File: config.mk
export PLATFORM = sky130hd
export DESIGN_NAME = div_16bit
export DESIGN_NICKNAME = d
export VERILOG_FILES = /design/src/rtl/div_16bit.sv
export SDC_FILE = /design/constraint.sdc
export NUM_CORES = 1
export LEC_CHECK = 0
export ABC_AREA = 1
export BUFFER_PORTS_ARGS = -buffer_cell sky130_fd_sc_hd__buf_4
export CAP_MARGIN = 40
export CORE_MARGIN = 2
export CORE_UTILIZATION = 25
export CTS_BUF_LIST = sky130_fd_sc_hd__clkbuf_16
export CTS_CLUSTER_SIZE = 28
export DETAILED_ROUTE_END_ITERATION = 16
export HOLD_SLACK_MARGIN = 0.1
export PLACE_DENSITY = 0.46
export SYNTH_ARGS = -nofsm -noshare
export SYNTH_HDL_FRONTEND = slang
export SYNTH_SLANG_ARGS = --single-unit
File: constraint.sdc
create_clock -name clk -period 2.1 [get_ports clk]
set_clock_uncertainty 0.2 [all_clocks]
set_input_delay 0.105 -clock clk [delete_from_list [all_inputs] [get_ports clk]]
set_output_delay 0.105 -clock clk [all_outputs]
set_load 0.1 [all_outputs]
File: src/rtl/div_16bit.sv
// div_16bit: sequential restoring shift-subtract divider, one quotient bit per clock.
// start/done handshake; quo/rem/dbz are registered and change only on the done edge.
// Optional feature macro: DIV_SIGNED_EN (two's-complement operands, truncation toward zero).
`timescale 1ns/1ps
module div_16bit #(
   parameter int unsigned WIDTH = 16
) (
   input  logic             clk,
   input  logic             rst_n,
   input  logic             start,
   input  logic [WIDTH-1:0] ain,
   input  logic [WIDTH-1:0] bin,
   output logic [WIDTH-1:0] quo,
   output logic [WIDTH-1:0] rem,
   output logic             done,
   output logic             busy,
   output logic             dbz
);

   localparam int unsigned CW = $clog2(WIDTH) + 1;

   typedef enum logic [1:0] {
      S_IDLE,
      S_CALC,
      S_DONE
   } state_e;

   state_e           state_q;
   logic [CW-1:0]    cnt_q;
   logic [WIDTH-1:0] dvd_q;     // dividend magnitude, quotient bits shift in at the LSB
   logic [WIDTH-1:0] dsr_q;     // divisor magnitude
   logic [WIDTH-1:0] r_q;       // partial remainder
   logic             zero_q;    // divisor was zero at capture
   logic [WIDTH-1:0] quo_q;
   logic [WIDTH-1:0] rem_q;
   logic             done_q;
   logic             busy_q;
   logic             dbz_q;
`ifdef DIV_SIGNED_EN
   logic             negq_q;    // operand signs differ
   logic             negr_q;    // dividend negative
`endif

   logic [WIDTH:0]   r_sh;
   logic             ge;
   logic [WIDTH-1:0] r_d;
   logic [WIDTH-1:0] dvd_d;
   logic [WIDTH-1:0] quo_d;
   logic [WIDTH-1:0] rem_d;
   logic [WIDTH-1:0] a_mag;
   logic [WIDTH-1:0] b_mag;

   assign quo  = quo_q;
   assign rem  = rem_q;
   assign done = done_q;
   assign busy = busy_q;
   assign dbz  = dbz_q;

   // Operand magnitudes at capture time (identity in the unsigned build).
   always_comb begin
`ifdef DIV_SIGNED_EN
      a_mag = ain[WIDTH-1] ? -ain : ain;
      b_mag = bin[WIDTH-1] ? -bin : bin;
`else
      a_mag = ain;
      b_mag = bin;
`endif
   end

   // One restoring step plus the result fix-up used on the final iteration.
   // The shifted remainder keeps WIDTH+1 bits so large divisors never overflow the compare.
   // With a zero divisor the remainder simply accumulates the dividend bits, so it ends equal to the dividend.
   always_comb begin
      r_sh  = {r_q, dvd_q[WIDTH-1]};
      ge    = (r_sh >= {1'b0, dsr_q});
      r_d   = ge ? WIDTH'(r_sh - {1'b0, dsr_q}) : r_sh[WIDTH-1:0];
      dvd_d = {dvd_q[WIDTH-2:0], ge};
`ifdef DIV_SIGNED_EN
      quo_d = zero_q ? '1 : (negq_q ? -dvd_d : dvd_d);
      rem_d = negr_q ? -r_d : r_d;
`else
      quo_d = zero_q ? '1 : dvd_d;
      rem_d = r_d;
`endif
   end

   // Control FSM, datapath registers and registered outputs.
   always_ff @(posedge clk or negedge rst_n) begin
      if (!rst_n) begin
         state_q <= S_IDLE;
         cnt_q   <= '0;
         dvd_q   <= '0;
         dsr_q   <= '0;
         r_q     <= '0;
         zero_q  <= 1'b0;
         quo_q   <= '0;
         rem_q   <= '0;
         done_q  <= 1'b0;
         busy_q  <= 1'b0;
         dbz_q   <= 1'b0;
`ifdef DIV_SIGNED_EN
         negq_q  <= 1'b0;
         negr_q  <= 1'b0;
`endif
      end else begin
         done_q <= 1'b0;
         case (state_q)
            S_IDLE: begin
               if (start) begin
                  dvd_q   <= a_mag;
                  dsr_q   <= b_mag;
                  r_q     <= '0;
                  cnt_q   <= '0;
                  zero_q  <= (bin == '0);
                  busy_q  <= 1'b1;
                  state_q <= S_CALC;
`ifdef DIV_SIGNED_EN
                  negq_q  <= ain[WIDTH-1] ^ bin[WIDTH-1];
                  negr_q  <= ain[WIDTH-1];
`endif
               end
            end
            S_CALC: begin
               dvd_q <= dvd_d;
               r_q   <= r_d;
               cnt_q <= cnt_q + CW'(1);
               if (cnt_q == CW'(WIDTH - 1)) begin
                  quo_q   <= quo_d;
                  rem_q   <= rem_d;
                  dbz_q   <= zero_q;
                  done_q  <= 1'b1;
                  state_q <= S_DONE;
               end
            end
            S_DONE: begin
               busy_q  <= 1'b0;
               state_q <= S_IDLE;
            end
            default: begin
               busy_q  <= 1'b0;
               state_q <= S_IDLE;
            end
         endcase
      end
   end

endmodule

==> flow_summary.yaml <==
run_status:
  outcome: "finished clean"
finish:
  layoutNonFillerInstCount: 1071
  drive_gt1_share_pct: 32.4
  syn_to_final_growth_pct: 49.5
  seqCellArea_um2: 2280
  multiInputGateArea_um2: 2610
  layout.nets: 855
  fillers: 1991
  num_antenna_cells: 0
floorplan:
  die_w_um: 145
  die_h_um: 145
  rows: 51
  core_area_um2: 19500
  ios: 70
  start_util_pct: 25.4
  die_area_um2: 20900
global_routing:
  grt_antenna_before_repair: 0
  grt_pass1_vias: 4676
  grt_max_degree: 44
  track_usage_pct: 15.4
  gr-total-overflow: 0
  grt_pass1_wl_um: 24500
sta:
  fmax_mhz: 478
  fin_crit_ps: 2090
  slew_headroom_pct: 60.7
  fin_crit_sh_pct: 99.6
  tightestPinTransition_ps: 590
  maxSlewViolCount: 0
  worst_slack_ps: 9.03
  finalSetupViolCount: 0
  final-hold-violation-count: 0
  rsz0062_at_grt: "true"
logic_synthesis:
  synthCells: 630
  ys_seq_area_share_pct: 46.1
  syn_area_per_cell_um2: 7.85
  synth_area_um2: 4940
  yosys.area_share.simple_pct: 28.7
  synth_common_cells: "nand2_1 (227), dfrtp_1 (91), inv_1 (89)"
  synthArstFlopShare_pct: 100
  synth.area.mux_share_pct: 0
  synth_top_area_share_pct: 46.1
  synth.distinct_cells: 39
  synth_edf_count: 0
  netlist.top_cell.by_area: "dfrtp_1"
  synth_top_family_by_area: "simple AND/OR/NAND/NOR gates"
  synth-main-ff-cell: "dfrtp_1"
  syn_nets: 684
  synthTopCellsByArea: "dfrtp_1 (46%), nand2_1 (17%), inv_1 (6.8%)"
  ys_ff_latch: 91
  yosys.cell_count.top_type: "nand2_1"
  synth_fa_ha_area_share_pct: 4.96
  synthXorXnorAreaFrac_pct: 1.42
  yosysWarningCount: 0
  synth_compound_area_share_pct: 9.19
worst_setup_path:
  cp.required_ps: 2150
  critPathBufInv: 2
  crit_slowest_cell: "dfrtp_1"
  crit_path_start_kind: "flop"
  path_delay_family: "simple AND/OR/NAND/NOR gates"
  worstPathMaxFanout: 5
  cp_common_cell: "nand2_1"
  worstSetupPathType: "flop to flop"
  worstPathArrival_ps: 2140
  cp_cell_sequence: "inv_2, ha_4, nand2_1, nand2_1, nand2_1, nand2_2, nand2_2, nand2_2, nor2_8, buf_6, nand3_1, nand3_1, nand2_1"
  rrSetupSlack_ps: 9
  end_kind: "flop"
  cpPeakStageDelay_ps: 370
clocking:
  cts_tree: "built"
  cts-buffers-inserted: 9
  clk_latency_ps: 360
  root_buffer: "clkbuf_16"
  clk_pin_slew_ps: 70
  clkSinkCount: 91
  cts_max_path_buffers: 2
  htree_levels: 3
route:
  drc: 0
  drt_iter0_drc: 198
  routedWlPerCell_um: 14.2
  totalWireLength_um: 15200
  dr.pass1.iters: 4
  viasPerCell: 4.30
  ant_nets: 0
  vias: 4606
place:
  io_buffers: 69
  dp_hpwl_um: 11100
  place_congestion: 0.818
  place_worst_setup_slack_ps: -102
  dp_cells: 1011
hold_path:
  hold_path_class: "primary input to asynchronous set/reset pin"
run:
  drv_cap: 0
## worst register-to-register path, cell delays in order, from the launching register on
cell,delay [ps]
dfrtp_1,370
inv_2,90
ha_4,220
nand2_1,70
nand2_1,80
nand2_1,90
nand2_2,60
nand2_2,70
nand2_2,80
nor2_8,220
buf_6,160
nand3_1,100
nand3_1,120
nand2_1,50
## sequential cells by signal, summed over array words and instances (netlist names)
name / flops
r_q: 16
rem: 16
cnt_q: 5
zero_q: 1
done: 1
dsr_q: 16
quo: 16
dbz: 1
dvd_q: 16
state_q: 2
busy: 1
## through the flow
stage / TNS [ps] / hold slack (ps) / util [%] / instance area (um^2)
floorplan: 0 / -391 / - / 4940
global placement: -3080 / -51.2 / 31.9 / 6200
detailed placement: -2530 / -49.7 / 31.9 / 6200
CTS: -1.15 / 114 / 36.5 / 7100
global route: -2910 / 142 / 38.0 / 7390
finish: 0 / 82.2 / 38.0 / 7390
## per-layer routing
layer	track usage [%]	share of wire, %	up-vias
met3	2.85	2.9	16
met2	27.6	51	77
met5	0	0	-
met1	18.9	44	2167
li1	-	-	2346
met4	4.14	1.7	0
## path summary, 6_finish.rpt
check / end / start / depth (start not counted)
min in group clk: rem[9]$_DFFE_PN0P_ / rem[9]$_DFFE_PN0P_ / 2
hold reg to reg: rem[9]$_DFFE_PN0P_ / rem[9]$_DFFE_PN0P_ / 2
hold / removal: dsr_q[7]$_DFFE_PN0P_ / rst_n / 2
setup / recovery: rem[2]$_DFFE_PN0P_ / dsr_q[10]$_DFFE_PN0P_ / 13
setup reg to reg: rem[2]$_DFFE_PN0P_ / dsr_q[10]$_DFFE_PN0P_ / 13
max in group asynchronous: r_q[6]$_DFFE_PN0P_ / rst_n / 3
## layout make-up
cell class,instances,share of cell area [%]
multi-input combinational,422,35.3
sequential,91,30.9
timing repair buffer,180,20.4
inverter,97,4.93
tap,265,4.49
clock buffer,9,3.05
clock inverter,7,0.948
## timing repair
item	in CTS	in global routing
setup endpoints to repair	33	50
hold endpoints to repair	125	0
cloned	2	1
setup buffers	0	5
hold buffers	36	0
resized for setup	38	57
pin swaps	6	41
## cells in the final DEF (no fill, tap or decap), types with 5 or more instances in the layout
cell / count
ha_4: 15
dlygate4sd3_1: 36
dfrtp_2: 5
buf_4: 134
o21ai_1: 5
o221ai_1: 10
nor2_1: 16
clkbuf_16: 10
nand2_2: 26
nand2_1: 205
nand3_2: 14
o21ai_0: 22
a21oi_1: 8
a2bb2oi_1: 12
inv_2: 16
nand4_1: 7
inv_1: 80
buf_6: 6
dfrtp_1: 86
nand3_1: 31
## kinds of logic after synthesis
family / after synthesis
AO/OA/AOI/OAI: 70
XOR/XNOR: 8
adder cells (fa/ha/maj): 19
buffers and inverters: 118
flip-flops: 91
AND/OR/NAND/NOR: 324
Power is not shown: default switching activity piles up to over one toggle a cycle in this logic, so the estimate is an artifact.
